[src/rtl/hzd_scoreboard_unit.sv]
// Load-use hazard unit: per-register countdown scoreboard that stalls ID while a load result is pending.
// Optional stall-cycle performance counter enabled by defining HZD_STALL_PERF_EN.
module hzd_scoreboard_unit #(
  parameter int unsigned ADDR_W   = 5,
  parameter int unsigned LOAD_LAT = 1,
  parameter int unsigned CNT_W    = 4
) (
  input  logic              clk,
  input  logic              rst,
  input  logic              id_valid,
  input  logic [ADDR_W-1:0] IF_ID_Rs,
  input  logic [ADDR_W-1:0] IF_ID_Rt,
  input  logic              id_uses_rt,
  input  logic              id_mem_read,
  input  logic              id_reg_write,
  input  logic [ADDR_W-1:0] id_rd,
  input  logic              flush,
  output logic              Sel,
  output logic              IF_ID_ld,
  output logic              PC_ld,
  output logic              stall
`ifdef HZD_STALL_PERF_EN
  ,
  output logic [31:0]       stall_cycles,
  input  logic              stall_cycles_clr
`endif
);

  localparam int unsigned NREG = 2 ** ADDR_W;

  logic [CNT_W-1:0] cnt [NREG];
  logic [NREG-1:0]  busy;
  logic             haz;
  logic             issue;
  logic             sb_write;

  always_comb begin
    busy = '0;
    for (int unsigned i = 1; i < NREG; i++) begin
      busy[i] = (cnt[i] != '0);
    end
  end

  // busy[0] is constant 0, so the explicit !=0 terms only mirror the register-0 exemption
  always_comb begin
    haz = id_valid && !flush &&
          ((busy[IF_ID_Rs] && (IF_ID_Rs != '0)) ||
           (id_uses_rt && busy[IF_ID_Rt] && (IF_ID_Rt != '0)));
    issue    = id_valid && !flush && !haz;
    sb_write = issue && id_reg_write && (id_rd != '0);
  end

  assign Sel      = ~haz;
  assign IF_ID_ld = ~haz;
  assign PC_ld    = ~haz;
  assign stall    = haz;

  always_ff @(posedge clk) begin
    cnt[0] <= '0;
    for (int unsigned i = 1; i < NREG; i++) begin
      if (rst) begin
        cnt[i] <= '0;
      end else if (sb_write && (id_rd == ADDR_W'(i))) begin
        cnt[i] <= id_mem_read ? CNT_W'(LOAD_LAT) : '0;
      end else if (cnt[i] != '0) begin
        cnt[i] <= cnt[i] - 1'b1;
      end
    end
  end

`ifdef HZD_STALL_PERF_EN
  always_ff @(posedge clk) begin
    if (rst || stall_cycles_clr) begin
      stall_cycles <= '0;
    end else if (haz && (stall_cycles != '1)) begin
      stall_cycles <= stall_cycles + 32'd1;
    end
  end
`endif

endmodule

[config.mk]
export PLATFORM = sky130hd
export DESIGN_NAME = hzd_scoreboard_unit
export DESIGN_NICKNAME = d
export VERILOG_FILES = /design/src/rtl/hzd_scoreboard_unit.sv
export SDC_FILE = /design/constraint.sdc
export NUM_CORES = 1
export LEC_CHECK = 0
export BUFFER_PORTS_ARGS = -buffer_cell sky130_fd_sc_hd__buf_2
export CAP_MARGIN = 5
export CORE_ASPECT_RATIO = 0.5
export CORE_MARGIN = 5
export CORE_UTILIZATION = 55
export DETAILED_ROUTE_END_ITERATION = 8
export PLACE_DENSITY_LB_ADDON = 0.2
export RECOVER_POWER = 25
export REMOVE_ABC_BUFFERS = 1
export SYNTH_ARGS = -nofsm -noshare
export SYNTH_HDL_FRONTEND = slang
export SYNTH_SLANG_ARGS = --single-unit
[constraint.sdc]
create_clock -name clk -period 3.7 [get_ports clk]
set_input_delay 0 -clock clk [delete_from_list [all_inputs] [get_ports clk]]
set_output_delay 0 -clock clk [all_outputs]
set_load 0.02 [all_outputs]
==> flow_metrics.tcl <==
set metrics [dict create \
    grt_remaining_overflow 0 \
    reg2reg_depth 10 \
    cp_max_fo 32 \
    antenna_found_initial 0 \
    antenna_left 0 \
    hold_viol 0 \
    cts_resized 0 \
    arrival_ns 3.54 \
    dp_hpwl_um 12200 \
    drtIter0Drc 445 \
    die_w_um 182 \
    largest_register_ff_count 124 \
    async_flop_share_pct 0 \
    synth-edff-count 124 \
    layout-drive-gt1-share_pct 18.5 \
    relSlewSlack_pct 51.4 \
    gr-usage-all-layers_pct 20.7 \
    fmax_mhz 292 \
    setup_violations 0 \
    yosysWarnings 0 \
    regMostFlops "cnt" \
    clock_latency_ns 0.41 \
    maxSlewViolCount 0 \
    synthFlopType "edfxtp_1" \
    largestRegisters "cnt x124" \
    path_clk_slew_ns 0.06 \
    syn_to_final_growth_pct 12.2 \
    status "complete, no violations" \
    avgSynthCellArea_um2 11.3 \
    p_leak_nw 3.29 \
    syn_area_um2 8160 \
    top_layer_used "met4" \
    grt_pass1_wl_um 28500 \
    wl_met3_um 862 \
    fin_skew_ns 0.0126 \
    via_count 5823 \
    r2r_slack_ns 0.27 \
    cts_buffer_depth 2 \
    route.detailed.drc 0 \
    core_area_um2 14500 \
    ys_seq_area_share_pct 45.6 \
    period_needed_ns 3.43 \
    wl_per_cell_um 17.9 \
    final_cell_mix "124 x edfxtp_1, 68 x nor3_1, 67 x inv_1, 63 x nor4_1, 50 x mux2i_1" \
    die_area_um2 17500 \
    start_util_pct 56.3 \
    cts_setup_buffers 0 \
    hold_path.class "in2reg" \
    fin_tns_setup_ns 0 \
    rr_startpoint "cnt[0][56]$_DFFE_PP_" \
    utilization_pct 63.2 \
    yosys.area.top_type "edfxtp_1" \
    dr.pass1.iters 5 \
    rsz0062_at_grt "no" \
    cts-buffers-inserted 17 \
    worstPathRequired_ns 3.81 \
    cts_max_level 4 \
    design_power_total_mw 7.75 \
    final_common_cell "edfxtp_1" \
    gp_congestion 0.882 \
    wirelength_um 17400 \
    via_per_inst 6.00 \
    peakVddDrop_uv 354 \
    criticalPathCategory "reg2reg" \
    yosysTopAreaCellShare_pct 45.6 \
    worstSetupStartpoint "cnt[0][56]$_DFFE_PP_" \
    wl_met2_um 7920 \
    cts_hold_buf 0 \
    cts_root_buffer "clkbuf_16" \
    insertedDiodeCount 0 \
    fp-row-count 31 \
    reg2reg_to "cnt[0][7]$_SDFFCE_PN0P_" \
    port_buffers 25 \
    start_kind "flip-flop" \
    clock_sinks 124 \
    fin_crit_sh_pct 92.7 \
    grt_max_degree 93 \
    io-pin-count 26 \
    cts_tree "built" \
    cp-end-kind "flip-flop" \
    ys_types 51 \
    grt_pass1_vias 5716 \
    drt-met1-wl_um 8340 \
    synth_seq_cells 124 \
    yosys-top-cells-area "edfxtp_1 46%, mux2i_1 6.1%, nor4_1 4.8%" \
    worst_pin_slew_ns 0.727 \
    die_h_um 96.1 \
    syn_inst 720 \
    power_density_nw_per_um2 846 \
    fin_nets 813 \
    cap_viol_max_count 0 \
    cp-endpoint "cnt[0][7]$_SDFFCE_PN0P_" \
]
==> cell families (layout without fill, tap and decap cells) <==
family                     Yosys count  count (layout)  share of synthesized area, %
DFF                                124             124                          45.6
AOI/OAI and AO/OA                   26              26                          2.90
and+or+nand+nor                    335             335                          28.2
muxes                               72              72                          9.99
xor gates and xnor gates            32              32                          3.43
adders and majority gates           31              31                          4.75
buffers and inverters              100             153                          5.06
==> synthesized netlist by cell type, types with 3 or more instances <==
cell       count
nand2b_1       5
nor2_1        15
clkbuf_1      21
inv_1         67
a211oi_1       3
or3_1         37
nand2_1       21
nor3b_2       15
nand3_1        4
a2111oi_0      3
nor4_1        63
mux4_2         6
nor3_1        61
nor4b_1        8
ha_1          31
a211o_1        4
buf_2          6
or3b_1        28
buf_6          3
mux2_2        16
nor3b_1       15
xnor2_1       32
mux2i_1       50
edfxtp_1     124
nor2b_1       17
nor3_2        29
nand3b_1       4
or3b_2         4
==> metrics by stage <==
| step | hold WS [ns] | setup slack (ns) | cells | instance area [um^2] |
|---|---|---|---|---|
| after global placement | 0.422 | 0.606 | 939 | 8620 |
| final | 0.272 | 0.270 | 971 | 9160 |
| after global routing | 0.297 | 0.139 | 971 | 9160 |
| after detailed placement | 0.429 | 0.447 | 939 | 8620 |
| after CTS | 0.254 | 0.434 | 971 | 9220 |
| after floorplan | 0.196 | 0.286 | 688 | 8010 |
==> area by class of cell <==
cell class	count	area (um^2)
fillers	1146	5340
clock buffers	18	429
multi-input cells	496	3990
flip-flops and latches	124	3720
inverters	68	255
well taps	198	248
clock inverters	14	175
repair buffers	53	340
==> worst min-delay path by stage <==
stage / from / to / slack, ns / cells after the start
CTS: rst / cnt[0][18]$_SDFFCE_PN0P_ / 0.25 / 2
detailed placement: flush / PC_ld / 0.43 / 4
finish: rst / cnt[0][14]$_SDFFCE_PN0P_ / 0.27 / 2
floorplan: rst / cnt[0][31]$_SDFFCE_PN0P_ / 0.20 / 1
global placement: flush / Sel / 0.42 / 4
global route: rst / cnt[0][50]$_SDFFCE_PN0P_ / 0.30 / 2
==> worst max-delay path, stage by stage (launching register included) <==
cell	delay (ns)
edfxtp_1	0.41
inv_1	0.08
ha_1	0.18
nor3b_1	0.51
mux2i_1	0.18
a221o_1	0.32
o211ai_1	0.27
o211ai_4	0.13
buf_12	0.20
nor3_1	0.55
or3b_2	0.29
==> power breakdown <==
part / switching [mW] / internal (mW)
combinational: 1.63 / 1.54
sequential: 0.458 / 2.40
clock: 0.607 / 1.12
==> metal layers <==
layer | GRT usage (%) | vias to the layer above
li1 | - | 2842
met1 | 27.5 | 2833
met2 | 34.0 | 122
met3 | 5.17 | 26
met4 | 6.30 | 0
met5 | 0 | -
No activity file was read; power rests on OpenSTA's default activity.
